===== config.mk =====
export PLATFORM = sky130hd
export DESIGN_NAME = uart_alu_ctrl
export DESIGN_NICKNAME = d
export VERILOG_FILES = /design/src/rtl/uart_alu_ctrl.sv
export SDC_FILE = /design/constraint.sdc
export NUM_CORES = 1
export LEC_CHECK = 0
export CORE_AREA = 2 2 68 70
export DETAILED_ROUTE_END_ITERATION = 7
export DIE_AREA = 0 0 70 72
export HOLD_SLACK_MARGIN = 0.08
export PLACE_DENSITY = 0.78
export SLEW_MARGIN = 5
export SYNTH_ARGS = -nofsm -noshare
export SYNTH_HDL_FRONTEND = slang
export SYNTH_SLANG_ARGS = --single-unit
export TNS_END_PERCENT = 30

===== constraint.sdc =====
create_clock -name i_clk -period 1.4 [get_ports i_clk]
set_input_delay 0.42 -clock i_clk [delete_from_list [all_inputs] [get_ports i_clk]]
set_output_delay 0.42 -clock i_clk [all_outputs]
set_load 0.01 [all_outputs]

===== src/rtl/uart_alu_ctrl.sv =====
// Command sequencer between UART RX, the combinational ALU and UART TX: collects A, B, opcode, then sends one result.
// Optional inter-byte timeout enabled by defining UART_ALU_CTRL_TIMEOUT_EN.
module uart_alu_ctrl #(
    parameter int D_BIT         = 8,
    parameter int OP_WIDTH      = 6,
    parameter int TIMEOUT_TICKS = 4096
) (
    input  logic                i_clk,
    input  logic                i_reset_n,
    input  logic                i_s_tick,
    input  logic                i_rx_done_tick,
    input  logic [D_BIT-1:0]    i_rx_data,
    input  logic [D_BIT-1:0]    i_alu_result,
    input  logic                i_tx_done_tick,
    output logic [D_BIT-1:0]    o_alu_a,
    output logic [D_BIT-1:0]    o_alu_b,
    output logic [OP_WIDTH-1:0] o_alu_op,
    output logic                o_tx_start,
    output logic [D_BIT-1:0]    o_tx_data,
    output logic                o_busy,
    output logic                o_drop_tick,
    output logic                o_err_timeout
);

    typedef enum logic [2:0] {
        WAIT_A,
        WAIT_B,
        WAIT_OP,
        EXEC,
        SEND,
        WAIT_TX
    } state_t;

    state_t                state_q;
    logic [D_BIT-1:0]      alu_a_q;
    logic [D_BIT-1:0]      alu_b_q;
    logic [OP_WIDTH-1:0]   alu_op_q;
    logic [D_BIT-1:0]      tx_data_q;
    logic                  tx_start_q;
    logic                  busy_q;
    logic                  drop_q;
    logic                  err_q;
    logic                  tmo_hit;

    if (TIMEOUT_TICKS < 2) begin : g_bad_timeout
        $error("TIMEOUT_TICKS must be at least 2");
    end

`ifdef UART_ALU_CTRL_TIMEOUT_EN
    localparam int CW = $clog2(TIMEOUT_TICKS + 1);

    logic [CW-1:0] tmo_cnt_q;
    logic [CW-1:0] tmo_cnt_d;

    // An accepted byte wins over the expiring tick in the same cycle.
    always_comb begin
        tmo_cnt_d = '0;
        tmo_hit   = 1'b0;
        if (state_q == WAIT_B || state_q == WAIT_OP) begin
            tmo_cnt_d = tmo_cnt_q;
            if (i_rx_done_tick) begin
                tmo_cnt_d = '0;
            end else if (i_s_tick) begin
                if (tmo_cnt_q == CW'(TIMEOUT_TICKS - 1)) begin
                    tmo_hit   = 1'b1;
                    tmo_cnt_d = '0;
                end else begin
                    tmo_cnt_d = tmo_cnt_q + CW'(1);
                end
            end
        end
    end

    always_ff @(posedge i_clk or negedge i_reset_n) begin
        if (!i_reset_n) begin
            tmo_cnt_q <= '0;
        end else begin
            tmo_cnt_q <= tmo_cnt_d;
        end
    end
`else
    logic unused_s_tick;
    assign unused_s_tick = i_s_tick;
    assign tmo_hit       = 1'b0;
`endif

    always_ff @(posedge i_clk or negedge i_reset_n) begin
        if (!i_reset_n) begin
            state_q    <= WAIT_A;
            alu_a_q    <= '0;
            alu_b_q    <= '0;
            alu_op_q   <= '0;
            tx_data_q  <= '0;
            tx_start_q <= 1'b0;
            busy_q     <= 1'b0;
            drop_q     <= 1'b0;
            err_q      <= 1'b0;
        end else begin
            tx_start_q <= 1'b0;
            drop_q     <= 1'b0;
            err_q      <= tmo_hit;
            case (state_q)
                WAIT_A: begin
                    if (i_rx_done_tick) begin
                        alu_a_q <= i_rx_data;
                        state_q <= WAIT_B;
                    end
                end
                WAIT_B: begin
                    if (i_rx_done_tick) begin
                        alu_b_q <= i_rx_data;
                        state_q <= WAIT_OP;
                    end else if (tmo_hit) begin
                        state_q <= WAIT_A;
                    end
                end
                WAIT_OP: begin
                    if (i_rx_done_tick) begin
                        alu_op_q <= i_rx_data[OP_WIDTH-1:0];
                        busy_q   <= 1'b1;
                        state_q  <= EXEC;
                    end else if (tmo_hit) begin
                        state_q <= WAIT_A;
                    end
                end
                EXEC: begin
                    tx_data_q  <= i_alu_result;
                    tx_start_q <= 1'b1;
                    drop_q     <= i_rx_done_tick;
                    state_q    <= SEND;
                end
                SEND: begin
                    drop_q  <= i_rx_done_tick;
                    state_q <= WAIT_TX;
                end
                WAIT_TX: begin
                    // A byte arriving with tx_done starts the next command rather than being dropped.
                    if (i_tx_done_tick) begin
                        busy_q <= 1'b0;
                        if (i_rx_done_tick) begin
                            alu_a_q <= i_rx_data;
                            state_q <= WAIT_B;
                        end else begin
                            state_q <= WAIT_A;
                        end
                    end else begin
                        drop_q <= i_rx_done_tick;
                    end
                end
                default: begin
                    busy_q  <= 1'b0;
                    state_q <= WAIT_A;
                end
            endcase
        end
    end

    assign o_alu_a       = alu_a_q;
    assign o_alu_b       = alu_b_q;
    assign o_alu_op      = alu_op_q;
    assign o_tx_data     = tx_data_q;
    assign o_tx_start    = tx_start_q;
    assign o_busy        = busy_q;
    assign o_drop_tick   = drop_q;
    assign o_err_timeout = err_q;

endmodule


* Yosys cells after proc, flatten, opt, wreduce, memory -nomap -nowiden
Index checks and enable logic that the tools add are counted.
** Word-level totals
- Register bits after elaboration :: 36
- Output and inout bits :: 34
- Word-level logic and storage cells :: 42
- Input port bits :: 21
** Cells by class
- Bitwise logic cells :: 1
- Reductions and logical operators :: 9
- Mux-type cells :: 15
- Eq/ne operators :: 9
** Operator list (count)
- case mux 3 bit (6 select lines) :: 1
- two-way mux 8 bit :: 2
- case mux 8 bit (2 select lines) :: 1
- two-way mux 3 bit :: 4
- inequality test 2 bit (second input constant) :: 4
- equality test 3 x 2 -> 1 bit (second input constant) :: 2
- equality test 3 bit (second input constant) :: 2
- AND reduction 2 bit :: 3
- two-way mux 1 bit :: 5
- AND reduction 4 bit :: 1
- OR reduction 4 bit :: 1
- equality test 3 x 1 -> 1 bit (second input constant) :: 1
- logical NOT 3 bit :: 1
- case mux 1 bit (3 select lines) :: 1
- AND reduction 3 bit :: 1
- case mux 1 bit (2 select lines) :: 1
- nonzero test 2 bit :: 1
- OR reduction 2 bit :: 1
- inverter 1 bit :: 1

* Depth between registers and ports, before layout
- Depth after elaboration :: 4
- Mapped depth :: 6
- Gate-level depth less buffers :: 3

* Least setup slack after synthesis
Ideal clock, no wire load.
- Path kind :: register to register
- Start :: register state_q[1]
- End :: register alu_b_q[0], in the netlist o_alu_b[0]
- Setup time :: 0.125 ns
- Setup slack :: 0.028 ns
- Clock period less this slack :: 1.372 ns
- Arrival :: 1.247 ns
- Buffers on the path :: 1
- Cell stages (with the launch flop) :: 5
- Cell sequence :: dfrtp_1 -> buf_4 -> nand3b_1 -> nor2_4 -> mux2_2
** Between the ends
- Cells in the longest elaborated chain, start to end :: 2
** RTL lines
- start: declaration :: RTL line 34 : state_t state_q;
- start signal: assignment :: RTL line 89 : state_q <= WAIT_A;
- start signal: assignment :: RTL line 106 : state_q <= WAIT_B;
- start signal: assignment :: RTL line 112 : state_q <= WAIT_OP;
- equality test 3 x 1 -> 1 bit :: RTL line 102 : case (state_q)
- AND reduction 2 bit (no source line)
- end signal: assignment :: RTL line 111 : alu_b_q <= i_rx_data;
- end: declaration :: RTL line 36 : logic [D_BIT-1:0] alu_b_q;
Every way passes these cells.
A chain may end at the register's enable or synchronous reset.

* Worst setup path in the final report
Same ends and word-level chain as after synthesis.

==> results <==
[registers in the layout, indices dropped and copies added (netlist names)]
register     count
o_alu_a          8
o_alu_b          8
o_tx_data        8
o_alu_op         6
state_q          3
o_busy           1
o_drop_tick      1
o_tx_start       1
[cell families after synthesis]
group | Yosys count | share of synthesized area, %
AND/OR/NAND/NOR | 37 | 13.24
buffers and inverters | 15 | 5.890
AO/OA/AOI/OAI | 31 | 13.89
flip-flops | 36 | 52.36
multiplexers | 22 | 14.40
other | 1 | 0.2180
[power breakdown]
group / internal [mW] / total [mW] / switching [mW]
logic: 1.97 / 3.39 / 1.43
registers: 1.57 / 1.93 / 0.358
clock network: 0.529 / 0.903 / 0.374
[final timing paths]
check / startpoint / to / slack (ps) / cells past startpoint
min in group asynchronous: i_reset_n / o_alu_op[1]$_DFFE_PN0P_ / 510 / 2
hold reg to reg: o_tx_data[6]$_DFFE_PN0P_ / o_tx_data[6]$_DFFE_PN0P_ / 500 / 1
setup / recovery: state_q[1]$_DFFE_PN0P_ / o_alu_b[0]$_DFFE_PN0P_ / -30 / 4
hold / removal: o_tx_data[6]$_DFFE_PN0P_ / o_tx_data[6]$_DFFE_PN0P_ / 500 / 1
setup reg to reg: state_q[1]$_DFFE_PN0P_ / o_alu_b[0]$_DFFE_PN0P_ / -30 / 4
max in group asynchronous: i_reset_n / state_q[2]$_DFFE_PN0P_ / 690 / 2
[per-layer routing]
layer / up-vias / routed length (microns) / GRT usage [%]
li1: 678 / - / -
met1: 749 / 1993 / 23.92
met2: 51 / 2198 / 30.26
met3: 4 / 246 / 4.861
met4: 0 / 56 / 7.692
met5: - / 0 / 0
[final cells by class]
| class | count | area [sq um] | share of cell area, % |
|---|---|---|---|
| clock buffers | 6 | 72.57 | 2.673 |
| inverters | 4 | 18.77 | 0.6912 |
| multi-input cells | 91 | 787.0 | 28.99 |
| clock inverters | 2 | 35.03 | 1.290 |
| flip-flops and latches | 36 | 903.4 | 33.27 |
| repair buffers | 88 | 833.3 | 30.69 |
| well taps | 52 | 65.06 | 2.396 |
[synthesized netlist by cell type]
library cell  number  area, sq um
a211oi_2           3        37.54
dfrtp_1           36        900.9
nand3_1            2        10.01
a21oi_1            3        15.01
buf_12             1        20.02
conb_1             1        3.750
buf_1              1        3.750
mux2_1             1        11.26
o2bb2ai_1          8        70.07
a31oi_1            1        6.260
inv_1              4        15.01
nor4_1             1        6.260
buf_2              2        10.01
nand3b_1           1        7.510
or2b_1             2        15.01
buf_6              1        11.26
nor2b_4            1        13.76
nor2_1             8        30.03
and2_1             1        6.260
a311o_1            1        10.01
o21ai_0            1        5.000
nor3_1             8        40.04
nand2_1            3        11.26
nor2_4             1        11.26
clkbuf_1           1        3.750
nor3b_4            1        18.77
mux2_2            21        236.5
buf_4              5        37.54
nand2b_4           1        13.76
o22ai_1            8        50.05
nand2b_1           7        43.79
a211oi_1           6        45.04
[repair_timing]
| item | CTS | global route |
|---|---|---|
| setup endpoints to repair | 63 | 42 |
| buffers inserted | 5 | 2 |
| resized for setup | 41 | 42 |
| pin swaps | 1 | 2 |
[per-stage QoR]
step	hold slack, ps	std cells
2_1_floorplan	124.4	142
3_3_place_gp	468.5	264
3_5_place_dp	481.7	264
4_1_cts	493.5	277
5_1_grt	518.7	279
6_report	502.3	279
[worst register-to-register path, stage by stage, from the launching register on]
cell	delay [ps]
dfrtp_1	440
nand3b_1	250
nor2_4	170
buf_12	150
mux2_4	310
==> results.toml <==
[yosys]
avgSynthCellArea_sq_um = 12.12
ys_seq_area_share_pct = 52.36
yosysUniqueCellTypes = 32
ys_warn_count = 0
ys_ff_latch = 36
syn_inst = 142
netlist_area_sq_um = 1720
synth_fp_nets = 163

[place]
dpl.hpwl_microns = 2988
placed_area_sq_um = 2475
portBuffers = 52
pre_cts_slack_ps = -485.3
place_congestion = 0.7857

[routing]
drcViolationCount = 0
antenna_left = 0
viasPerCell = 5.312
drtIter0Drc = 52
first_pass_iters = 4
drt-total-wl_microns = 4494
wire_per_inst_microns = 16.11
num_vias = 1482

[clock_tree]
htreeDepth = 2
cts_tree = "done"
clk_latency_ps = 290
hold_buffers = 0
cts.sinks = 36
root_buffer = "clkbuf_8"
clkTransAtPathRegs_ps = 80
ctsLongestPathBuffers = 2
cts_buffers = 5

[timing]
fin_crit_sh_pct = 102.2
worst_slack_ps = -30.34
hold_viol = 0
final.setup.tns_ps = -312.5
slew_violations = 0
period_needed_ps = 1430
setup_viol = 14
rsz0062_at_grt = "yes"
fin_worst_skew_ps = 9.211
fmax_ghz = 0.6991

[floorplan]
initial_utilization_pct = 40.35
coreArea_sq_um = 4264
die_w_microns = 70
io_pins = 55
die_h_microns = 72
floorplan.die_area_sq_um = 5040
std_cell_rows = 24

[final_layout]
n_fill_cell = 341
antenna_cells = 0
nets = 247
final_cell_mix = "34 x dfrtp_1, 30 x buf_4, 23 x clkdlybuf4s15_1"
utilization_pct = 63.67
area_growth_pct = 57.82
drive_gt1_share_pct = 35.24
stdcell_area_sq_um = 2715
final_common_cell = "dfrtp_1"

[hold_path]
hold_class = "register to register"

[flow_run]
cap_violations = 0

[pwr]
cellPowerDensity_nw_per_um2 = 2293
p_total_mw = 6.225
leakage_nw = 1.207
ir_worst_vdd_mv = 1.226

[global_route]
overflow = 0
grt_max_degree = 37
grt_pass1_vias = 1495
grtUsageTotal_pct = 18.63
grt_pass1_wl_microns = 7327
grt_antenna_before_repair = 0

[critical_path]
crit_type = "register to register"
critPathSlowestCell = "dfrtp_1"
crit_chain = "nand3b_1 > nor2_4 > buf_12 > mux2_4"
cp-start-kind = "register"
endpoint_kind = "register"
required_ps = 1580
cp_max_fo = 8
arrival_ps = 1610
slowest_delay_ps = 440
critical_path_buf_inv_count = 1
critical_path.top_delay_family = "flip-flops"

[run_status]
status = "complete, but fails checks"
violations = "setup timing"
No activity file was read; power rests on OpenSTA's default activity.
